===== src/rtl/mem_loader_if.sv =====
// Byte-stream input and flash write port of the program loader.
// The master side feeds bytes and observes writes; the loader is the slave.
interface mem_loader_if #(
   parameter int unsigned WIDTH = 32
);
   logic [7:0]       in_data;
   logic             in_valid;
   logic             in_ready;
   logic [WIDTH-1:0] flash_addr;
   logic [WIDTH-1:0] flash_data;
   logic             flash_en;

   modport master (
      output in_data,
      output in_valid,
      input  in_ready,
      input  flash_addr,
      input  flash_data,
      input  flash_en
   );

   modport slave (
      input  in_data,
      input  in_valid,
      output in_ready,
      output flash_addr,
      output flash_data,
      output flash_en
   );
endinterface


===== src/rtl/mem_loader.sv =====
// Streaming program loader: deframes a length-prefixed, checksummed byte packet
// into single-cycle flash word writes and releases the CPU only after a clean load.
module mem_loader #(
   parameter int unsigned      WIDTH     = 32,
   parameter logic [WIDTH-1:0] BASE_ADDR = '0,
   parameter int unsigned      MAX_WORDS = 512
) (
   input  logic         clk,
   input  logic         rst,
   input  logic         start,
   mem_loader_if.slave  bus,
   output logic         cpu_rst,
   output logic         busy,
   output logic         done,
   output logic         err
);

   localparam int unsigned BPW = WIDTH / 8;
   localparam int unsigned BIW = (BPW > 1) ? $clog2(BPW) : 1;
   localparam int unsigned CW  = $clog2(MAX_WORDS + 1);

   typedef enum logic [2:0] {
      S_IDLE,
      S_LEN,
      S_DATA,
      S_WRITE,
      S_CSUM,
      S_DONE,
      S_ERR
   } state_t;

   state_t           state_q;
   state_t           state_d;
   logic [BIW-1:0]   byte_idx_q;
   logic [CW-1:0]    word_idx_q;
   logic [CW-1:0]    count_q;
   logic [7:0]       sum_q;
   logic [WIDTH-1:0] shift_q;
   logic [WIDTH-1:0] flash_addr_q;
   logic [WIDTH-1:0] flash_data_q;

   logic             accept;
   logic             last_byte;
   logic             idle_like;
   logic [WIDTH-1:0] word_next;
   logic [7:0]       sum_next;
   logic [CW-1:0]    word_idx_inc;

   assign accept       = bus.in_valid && bus.in_ready;
   assign last_byte    = (byte_idx_q == BIW'(BPW - 1));
   assign idle_like    = (state_q == S_IDLE) || (state_q == S_DONE) || (state_q == S_ERR);
   // Little-endian assembly: each new byte enters at the top and shifts down,
   // so after BPW bytes the first byte received sits in bits [7:0].
   assign word_next    = {bus.in_data, shift_q[WIDTH-1:8]};
   assign sum_next     = sum_q + bus.in_data;
   assign word_idx_inc = word_idx_q + CW'(1);

   assign bus.flash_addr = flash_addr_q;
   assign bus.flash_data = flash_data_q;

   always_ff @(posedge clk or posedge rst) begin
      if (rst) begin
         state_q <= S_IDLE;
      end else begin
         state_q <= state_d;
      end
   end

   always_comb begin
      state_d      = state_q;
      bus.in_ready = 1'b0;
      bus.flash_en = 1'b0;
      busy         = 1'b1;
      done         = 1'b0;
      err          = 1'b0;
      cpu_rst      = 1'b1;
      unique case (state_q)
         S_IDLE: begin
            busy = 1'b0;
            if (start) state_d = S_LEN;
         end
         S_DONE: begin
            busy    = 1'b0;
            done    = 1'b1;
            cpu_rst = 1'b0;
            if (start) state_d = S_LEN;
         end
         S_ERR: begin
            busy = 1'b0;
            err  = 1'b1;
            if (start) state_d = S_LEN;
         end
         S_LEN: begin
            bus.in_ready = 1'b1;
            if (accept && last_byte) begin
               if (word_next == '0) begin
                  state_d = S_CSUM;
               end else if (word_next > WIDTH'(MAX_WORDS)) begin
                  state_d = S_ERR;
               end else begin
                  state_d = S_DATA;
               end
            end
         end
         S_DATA: begin
            bus.in_ready = 1'b1;
            if (accept && last_byte) state_d = S_WRITE;
         end
         S_WRITE: begin
            bus.flash_en = 1'b1;
            state_d      = (word_idx_inc == count_q) ? S_CSUM : S_DATA;
         end
         S_CSUM: begin
            bus.in_ready = 1'b1;
            if (accept) state_d = (sum_next == 8'h00) ? S_DONE : S_ERR;
         end
         default: begin
            state_d = S_IDLE;
         end
      endcase
   end

   always_ff @(posedge clk or posedge rst) begin
      if (rst) begin
         byte_idx_q   <= '0;
         word_idx_q   <= '0;
         count_q      <= '0;
         sum_q        <= '0;
         shift_q      <= '0;
         flash_addr_q <= '0;
         flash_data_q <= '0;
      end else begin
         if (idle_like && start) begin
            byte_idx_q <= '0;
            word_idx_q <= '0;
            count_q    <= '0;
            sum_q      <= '0;
         end
         if (accept) begin
            shift_q    <= word_next;
            sum_q      <= sum_next;
            byte_idx_q <= last_byte ? '0 : byte_idx_q + BIW'(1);
            if (state_q == S_LEN && last_byte) begin
               count_q <= CW'(word_next);
            end
            // Address and data are latched here so they change together with
            // the write strobe and then hold until the next word.
            if (state_q == S_DATA && last_byte) begin
               flash_data_q <= word_next;
               flash_addr_q <= BASE_ADDR + WIDTH'(word_idx_q) * WIDTH'(BPW);
            end
         end
         if (state_q == S_WRITE) begin
            word_idx_q <= word_idx_inc;
         end
      end
   end

endmodule


===== src/flat_wrapper.sv =====
// flat-port wrapper written by rule: the top's interface ports become plain ports
module mem_loader_flat 
#(
   parameter int unsigned      WIDTH     = 32,
   parameter logic [WIDTH-1:0] BASE_ADDR = '0,
   parameter int unsigned      MAX_WORDS = 512
)
  (clk, rst, start, cpu_rst, busy, done, err, bus_in_data, bus_in_valid, bus_in_ready, bus_flash_addr, bus_flash_data, bus_flash_en);
  mem_loader_if #(.WIDTH(WIDTH)) bus_i ();
  input  logic clk;
  input  logic rst;
  input  logic start;
  output logic cpu_rst;
  output logic busy;
  output logic done;
  output logic err;
  input wire logic [$bits(bus_i.in_data)-1:0] bus_in_data;
  input wire logic [$bits(bus_i.in_valid)-1:0] bus_in_valid;
  output wire logic [$bits(bus_i.in_ready)-1:0] bus_in_ready;
  output wire logic [$bits(bus_i.flash_addr)-1:0] bus_flash_addr;
  output wire logic [$bits(bus_i.flash_data)-1:0] bus_flash_data;
  output wire logic [$bits(bus_i.flash_en)-1:0] bus_flash_en;
  assign bus_i.in_data = bus_in_data;
  assign bus_i.in_valid = bus_in_valid;
  assign bus_in_ready = bus_i.in_ready;
  assign bus_flash_addr = bus_i.flash_addr;
  assign bus_flash_data = bus_i.flash_data;
  assign bus_flash_en = bus_i.flash_en;
  mem_loader #(.WIDTH(WIDTH), .BASE_ADDR(BASE_ADDR), .MAX_WORDS(MAX_WORDS)) u_core (.clk(clk), .rst(rst), .start(start), .bus(bus_i), .cpu_rst(cpu_rst), .busy(busy), .done(done), .err(err));
endmodule

===== config.mk =====
export PLATFORM = sky130hd
export DESIGN_NAME = mem_loader_flat
export DESIGN_NICKNAME = d
export VERILOG_FILES = /design/src/rtl/mem_loader_if.sv /design/src/rtl/mem_loader.sv /design/src/flat_wrapper.sv
export SDC_FILE = /design/constraint.sdc
export NUM_CORES = 1
export LEC_CHECK = 0
export ABC_AREA = 1
export CORE_ASPECT_RATIO = 1.75
export CORE_UTILIZATION = 49
export DETAILED_ROUTE_END_ITERATION = 10
export PLACE_DENSITY_LB_ADDON = 0.3
export RECOVER_POWER = 25
export SLEW_MARGIN = 10
export SYNTH_ARGS = -nofsm -noshare
export SYNTH_HDL_FRONTEND = slang
export SYNTH_SLANG_ARGS = --single-unit

===== constraint.sdc =====
create_clock -name clk -period 3.4 [get_ports clk]
set_input_delay 0.68 -clock clk [delete_from_list [all_inputs] [get_ports clk]]
set_output_delay 0.68 -clock clk [all_outputs]
set_load 0.005 [all_outputs]

Word-level counts from Yosys, hierarchy flattened
Index checks and enable logic that the tools add are counted.

word-level totals
  register bits after elaboration = 107
  input bits = 12
  output and inout port bits = 70
  logic and storage cells = 65

operators by class
  add/subtract/negate cells = 3
  magnitude comparators = 1
  equal/unequal tests = 12
  mux-type cells = 25
  reduce and logical (&&, ||, !) cells = 16

operator list
  kind                                                                               count
  10-bit 2-to-1 mux                                                                  5
  32-bit by 10-bit greater-than comparator with 1-bit output, second input constant  1
  32-bit logical NOT                                                                 1
  3-bit 2-to-1 mux                                                                   7
  8-bit 2-to-1 mux                                                                   2
  3-bit case mux with 5 select lines                                                 1
  10-bit by 1-bit adder with 10-bit output, second input constant                    1
  10-bit equality test                                                               1
  3-bit equality test, second input constant                                         3
  8-bit adder                                                                        1
  8-bit logical NOT                                                                  1
  2-bit 2-to-1 mux                                                                   4
  2-bit by 1-bit != test with 1-bit output, second input constant                    4
  3-bit by 2-bit equality test with 1-bit output, second input constant              2
  1-bit 2-to-1 mux                                                                   6
  3-bit OR reduction                                                                 2
  1-bit logical AND                                                                  5
  4-bit AND reduction                                                                1
  2-bit nonzero test                                                                 2
  3-bit by 1-bit equality test with 1-bit output, second input constant              1
  3-bit logical NOT                                                                  1
  2-bit by 1-bit adder with 2-bit output, second input constant                      1
  2-bit equality test, second input constant                                         1
  1-bit logical OR                                                                   2
  2-bit AND reduction                                                                1

Longest topological paths before layout
Gate-level depths: netlist of the first run.

  depth in word-level cells = 7
  gate-level depth with buffers = 15
  mapped depth without buffers = 15

Least setup slack after synthesis of the first run
OpenSTA, ideal clock, no wires.

  path type = input -> register
  start = input bus_in_data[0]
  end = register u_core.state_q[1]
  setup time = 0.117 ns
  arrival = 2.061 ns
  data required time = 3.283 ns
  setup slack = 1.222 ns
  cell stages on the path = 11
  path buffers = 0
  path through = ha_1 fa_1 xor2_1 nor2_1 nand3_1 nor2_1 nand2_1 a21oi_1 nand2_1 nand2_1 nand2_1

on the way
  word-level cells in the longest chain between the ends = 5
  elaborated cells between the ends (all ways) = 8
  those cells by class = add/sub (1); mux (5); reduce/logical (2)

RTL lines
  item                                  line                RTL
  start, declared                       flat_wrapper.sv:17  input wire logic [$bits(bus_i.in_data)-1:0] bus_in_data;
  8-bit adder                           mem_loader.sv:55    assign sum_next = sum_q + bus.in_data;
  8-bit logical NOT                     mem_loader.sv:115   if (accept) state_d = (sum_next == 8'h00) ? S_DONE : S_ERR;
  2-bit 2-to-1 mux                      mem_loader.sv:115
  3-bit 2-to-1 mux                      mem_loader.sv:115
  3-bit case mux with 5 select lines *  mem_loader.sv:77    unique case (state_q)
  end signal, assigned                  mem_loader.sv:65    state_q <= state_d;
  end, declared                         mem_loader.sv:32    state_t state_q;

Every way passes the cells marked *; elsewhere a longest branch is shown, timed or not. The select of a mux whose other input is x is not followed.
A chain may end at the register's enable or synchronous reset.

Worst setup path after layout of the first run
  start = register u_core.state_q[0]
  end = output bus_in_ready

on the way
  word-level cells in the longest chain between the ends = 3
  elaborated cells between the ends (all ways) = 5
  those cells by class = eq/ne (3); mux (1); reduce/logical (1)

RTL lines
  item                                               line                RTL
  3-bit equality test, or another cell as far along  mem_loader.sv:77
  3-bit OR reduction (no source line) *              n/a
  1-bit 2-to-1 mux *                                 mem_loader.sv:77
  end, declared                                      flat_wrapper.sv:19  output wire logic [$bits(bus_i.in_ready)-1:0] bus_in_ready;

Every way passes the cells marked *; elsewhere a longest branch is shown, timed or not.

==> impl_metrics.toml, run 1 <==
[outcome]
status = "finished with violations"
violations = "max-capacitance violations, max-slew violations"

[sta]
max_freq_ghz = 0.400
rsz0062_at_grt = "no"
finalSetupViolations = 0
relSlewSlack_pct = -41.1
finalCritPeriodShare_pct = 73.6
fin_worst_skew_ns = 0.00951
worst_pin_slew_ns = 2.10
tns_ns = 0
finalMaxSlewViolations = 46
holdWs_ns = 0.485
finalHoldViolCount = 0
period_needed_ns = 2.50

[floorplanning]
ioPinCount = 82
rows = 48
core_area_um2 = 9970
die_y_um = 137
initial_utilization_pct = 50.9
dieArea_um2 = 10800
die_w_um = 78.9

[job]
max_cap_violations = 1

[synthesis]
synth_top_area_share_pct = 48.9
ys_seq_area_share_pct = 48.9
yosysMostFrequentCell = "nand2_1"
yosysUniqueCellTypes = 32
ys.warnings.count = 0
yosys.area.top_type = "dfrtp_1"
ys_ff_latch = 99
syn-cell-area_um2 = 5070
netlist_top_cells_area = "dfrtp_1, nand2_1, nand3_1"
synth_flop_cell = "dfrtp_1"
async_flop_share_pct = 100
syn_inst = 615
synthTopCellsByCount = "nand2_1, dfrtp_1, inv_1"
synth_edf_count = 0
avgSynthCellArea_um2 = 8.24

[finish]
final_cell_count_no_fill = 803
final-seq-area_um2 = 2480
antennaDiodeCount = 0
drive_above_1_share_pct = 5.60
layout.nets = 695
n_fill_cell = 928
multi_input_area_um2 = 2120
syn2layout_area_growth_pct = 18.1

[critical_path]
cp_common_cell = "inv_2"
crit_path_end_kind = "output pin"
crit_start = "u_core.state_q[0]"
crit_type = "flop to output pin"
critical_path.reg2reg.startpoint = "u_core.state_q[0]"
slowest_stage = "clkdlybuf4s50_1"
crit_fanout = 7
critPathRequiredTime_ns = 2.72
start_kind = "flop"
cp.arrival_ns = 1.82
crit_chain = "inv_2 -> nand3_1 -> nand2_1 -> inv_2 -> nand2_2 -> clkdlybuf4s50_1"
max_stage_delay_ns = 0.50

[routing]
wire_per_inst_um = 14.7
totalWireLength_um = 11800
ant_nets = 0
via_per_inst = 5.24
drt_iter0_markers = 284
routed-via-count = 4211
drc = 0
first_pass_iters = 4

[place]
hpwl_um = 9000
dpl.cell_count = 787
gp_congestion = 0.892
port_buffers = 59

[power]
peakVddDrop_uv = 430
leakagePower_nw = 2.94
p_per_area_nw_per_um2 = 742
total_power_mw = 4.44

[clock_network]
post_cts_buffers = 0
cts_tree = "done"
postCtsResizedCells = 0
postCtsHoldBufs = 0
cts_num_sinks = 99
htree_levels = 3
clkTransAtPathRegs_ns = 0.07
cts.path.max_buffers = 2
cts_inserted_buffers = 9
clk_latency_ns = 0.35
cts_root_buf = "clkbuf_16"

[global_route]
grt_pass1_wl_um = 19600
busiest_layer = "met2"
use_met3_pct = 3.87
antenna_found_initial = 0
use_met1_pct = 24.0
grt_use_total_pct = 24.2
overflow = 0
grt_max_degree = 51
use_met2_pct = 45.9
grt_pass1_vias = 4191

[hold_path]
hp-class = "flop to flop"
min_from = "u_core.bus.flash_data[31]"
final cells by class:
cell class	instances	share of cell area [%]
sequential	99	41.4
multi-input combinational	422	35.4
timing repair buffer	66	11.0
inverter	75	4.72
clock buffer	9	3.76
tap	125	2.61
clock inverter	7	1.17
logic make-up (layout without fill, tap and decap cells):
family                   Yosys count  count (layout)  share of synthesized area (%)
AND/OR/NAND/NOR                  289             289                           24.2
buffers and inverters            115             157                           11.0
flip-flops                        99              99                           48.9
AO/OA/AOI/OAI                     89              89                           10.6
adder cells (fa/ha/maj)           10              10                           2.62
multiplexers                      10              10                           2.22
XOR/XNOR                           2               2                          0.346
other                              1              22                         0.0740
metal layers:
layer	vias up	wire (µm)
li1	2058	-
met2	127	6580
met4	0	651
met3	43	410
met1	1983	4180
met5	-	0
where the power goes:
group,internal (mW),total (mW),switching (mW)
sequential,1.51,1.73,0.216
clock,0.516,1.00,0.489
combinational,0.729,1.71,0.980
critical path, delay by kind of cell (launching register included):
kind          cells  cell delay [ns]
buf+inv           3             0.68
flops             1             0.40
simple gates      3             0.40
cells in the final DEF, fill, tap and decap left out, types with 2 or more instances in the layout:
master           synthesis  routed
o21a_1                  32      32
clkdlybuf4s50_1          0      58
nand3b_1                 7       7
nand3_1                 57      57
inv_2                    6       6
a21oi_1                  6       6
clkinv_4                 0       2
clkbuf_16                0       9
or2_2                    2       2
nand2_1                181     181
nor3_1                   6       6
mux2_1                  10      10
inv_1                   68      67
nand2_2                  2       2
nor2_1                  24      24
dfrtp_1                 99      99
ha_1                     9       9
buf_4                   27       6
inv_6                    0       2
o22ai_1                  7       7
o21ai_0                 41      41
conb_1                   1      22
nand4_1                  6       6
nor2_2                   3       2
through the flow:
stage | util (%) | cell area [µm²] | setup slack (ns)
CTS | 60.1 | 5990 | 0.884
global placement | 57.1 | 5690 | 0.578
global route | 60.0 | 5990 | 0.692
detailed placement | 57.1 | 5690 | 0.566
floorplan | - | 5150 | 0.130
finish | 60.0 | 5990 | 0.899
sequential cells by signal, indices dropped and copies added (netlist names):
name / cells
u_core.count_q: 10
u_core.bus.flash_addr: 10
u_core.shift_q: 24
u_core.state_q: 3
u_core.sum_q: 8
u_core.byte_idx_q: 2
u_core.bus.flash_data: 32
u_core.word_idx_q: 10
path summary, 6_finish.rpt:
path,slack (ns),cells past startpoint,end
max,0.90,6,bus_in_ready
min,0.49,1,u_core.bus.flash_data[31]
max reg2reg,1.23,11,u_core.bus.flash_data[22]
min reg2reg,0.49,1,u_core.bus.flash_data[31]
max in group asynchronous,1.03,3,u_core.byte_idx_q[1]
min in group asynchronous,1.33,2,u_core.bus.flash_addr[2]
Power figures use the tool's default switching activity.
==> inputs of run 2 (changes only) <==
Settings changed: CORE_UTILIZATION 49 to 50.
Clock period 3.4 ns to 2.4 ns, I/O delays scaled along.
==> run 2 against run 1 <==
Compared with the run above: the flow now finishes without violations; global-route usage shrank 0.11 points; flip-flop and latch count is the same; via count grew 1.7%; clock-buffer cell count is the same; final cell count grew 1.2%; cell area grew 1.5%; register-to-register slack lost 0.90 ns; critical path depth is the same; combinational power grew 46%; sequential power grew 42%; non-clock buffer count grew 10; critical path type unchanged; critical endpoint unchanged; highest routed layer unchanged.
==> impl_metrics.toml, run 2 (synthesis results as in run 1) <==
[critical_path]
ff2ff_setup_slack_ns = 0.33
worstSetupEndpoint = "bus_in_ready"
crit_path_end_kind = "output pin"
critPathRequiredTime_ns = 1.92
crit_start = "u_core.state_q[0]"
timing.rr.end = "u_core.bus.flash_data[26]"
crit_type = "flop to output pin"
reg2regPathDepth = 11
start_kind = "flop"
critical_path.reg2reg.startpoint = "u_core.state_q[0]"
crit_fanout = 7
cp.arrival_ns = 1.82

[finish]
largest_reg_flops = 32
antennaDiodeCount = 0
n_fill_cell = 905
final_area_um2 = 6080
final_common_cell = "nand2_1"
layout.nets = 705
syn2layout_area_growth_pct = 19.9
final_cell_count_no_fill = 813
mostFrequentLayoutCells = "nand2_1, dfrtp_1, inv_1"
drive_above_1_share_pct = 6.69

[sta]
relSlewSlack_pct = 39.4
finalSetupViolations = 0
tns_ns = 0
fin_worst_skew_ns = 0.00955
max_freq_ghz = 0.435
finalHoldViolCount = 0
finalCritPeriodShare_pct = 95.9
setup_slack_ns = 0.0988
rsz0062_at_grt = "no"
period_needed_ns = 2.30
finalMaxSlewViolations = 0
worst_pin_slew_ns = 0.904

[clock_network]
cts_tree = "done"
postCtsHoldBufs = 0
cts.path.max_buffers = 2
cts_inserted_buffers = 9
clk_latency_ns = 0.35
clkTransAtPathRegs_ns = 0.07
postCtsResizedCells = 0
post_cts_buffers = 0
htree_levels = 3
cts_root_buf = "clkbuf_16"
cts_num_sinks = 99

[global_route]
grt_pass1_vias = 4049
grt_max_degree = 51
antenna_found_initial = 0
grt_pass1_wl_um = 19500
grt_use_total_pct = 24.1
overflow = 0

[hold_path]
min_path_cells = 2
hp-class = "flop to flop"

[power]
leakagePower_nw = 2.98
p_per_area_nw_per_um2 = 1060
peakVddDrop_uv = 614
total_power_mw = 6.43

[floorplanning]
dieArea_um2 = 10600
ioPinCount = 82
die_w_um = 78.1
core_area_um2 = 9850
rows = 48
initial_utilization_pct = 51.5
die_y_um = 135

[place]
dp_slack_ns = -0.206
dpl.cell_count = 797
gp_congestion = 0.881
dpl_cell_area_um2 = 5790
port_buffers = 59
hpwl_um = 9170

[routing]
via_per_inst = 5.27
drt_iter0_markers = 174
totalWireLength_um = 11900
ant_nets = 0
drc = 0
wire_per_inst_um = 14.7
first_pass_iters = 5
routed-via-count = 4283

[outcome]
status = "complete, no violations"

[job]
max_cap_violations = 0
==> run 2: changes by cell type in the layout (fill, tap and decap cells not counted), sizes merged <==
cell,delta
buf,+6
clkinv,-1
clkbuf,+4
bufinv,+1
==> run 2: final cells by class <==
| class | instances | area (µm²) | area share (%) |
|---|---|---|---|
| repair buffers | 76 | 732 | 12.0 |
| clock buffers | 9 | 225 | 3.71 |
| multi-input cells | 422 | 2120 | 34.9 |
| clock inverters | 7 | 82.6 | 1.36 |
| well taps | 125 | 156 | 2.57 |
| inverters | 75 | 283 | 4.65 |
| flip-flops and latches | 99 | 2480 | 40.8 |
==> run 2: worst min path at each step <==
stage	from	endpoint
floorplan	u_core.shift_q[10]	u_core.shift_q[10]
global placement	u_core.shift_q[19]	u_core.shift_q[19]
detailed placement	u_core.shift_q[9]	u_core.shift_q[9]
CTS	u_core.shift_q[9]	u_core.shift_q[9]
global route	u_core.bus.flash_data[0]	u_core.bus.flash_data[0]
finish	u_core.shift_q[9]	u_core.shift_q[9]
==> run 2: layer usage <==
layer | up-vias | GRT usage, % | part of all wire [%] | wire, µm
li1 | 2079 | - | - | -
met3 | 28 | 3.57 | 2.7 | 318
met4 | 0 | 11.4 | 3.4 | 405
met2 | 104 | 47.4 | 59 | 7050
met1 | 2072 | 24.1 | 35 | 4140
met5 | - | 0 | 0 | 0
==> run 2: power breakdown <==
| part | switching (mW) | internal (mW) |
|---|---|---|
| Combinational | 1.41 | 1.07 |
| Clock | 0.665 | 0.826 |
| Sequential | 0.315 | 2.14 |
==> run 2: through the flow <==
| stage | util (%) | hold slack, ns |
|---|---|---|
| 2_1_floorplan | - | 0.453 |
| 5_1_grt | 61.7 | 0.503 |
| 4_1_cts | 61.9 | 0.489 |
| 3_5_place_dp | 58.8 | 0.473 |
| 3_3_place_gp | 58.8 | 0.465 |
| 6_report | 61.7 | 0.486 |
==> run 2: critical path: stages, from the launching register on <==
cell,delay [ns]
dfrtp_1,0.40
inv_2,0.12
nand3_1,0.19
nand2_1,0.13
inv_2,0.06
nand2_2,0.08
clkdlybuf4s50_1,0.51
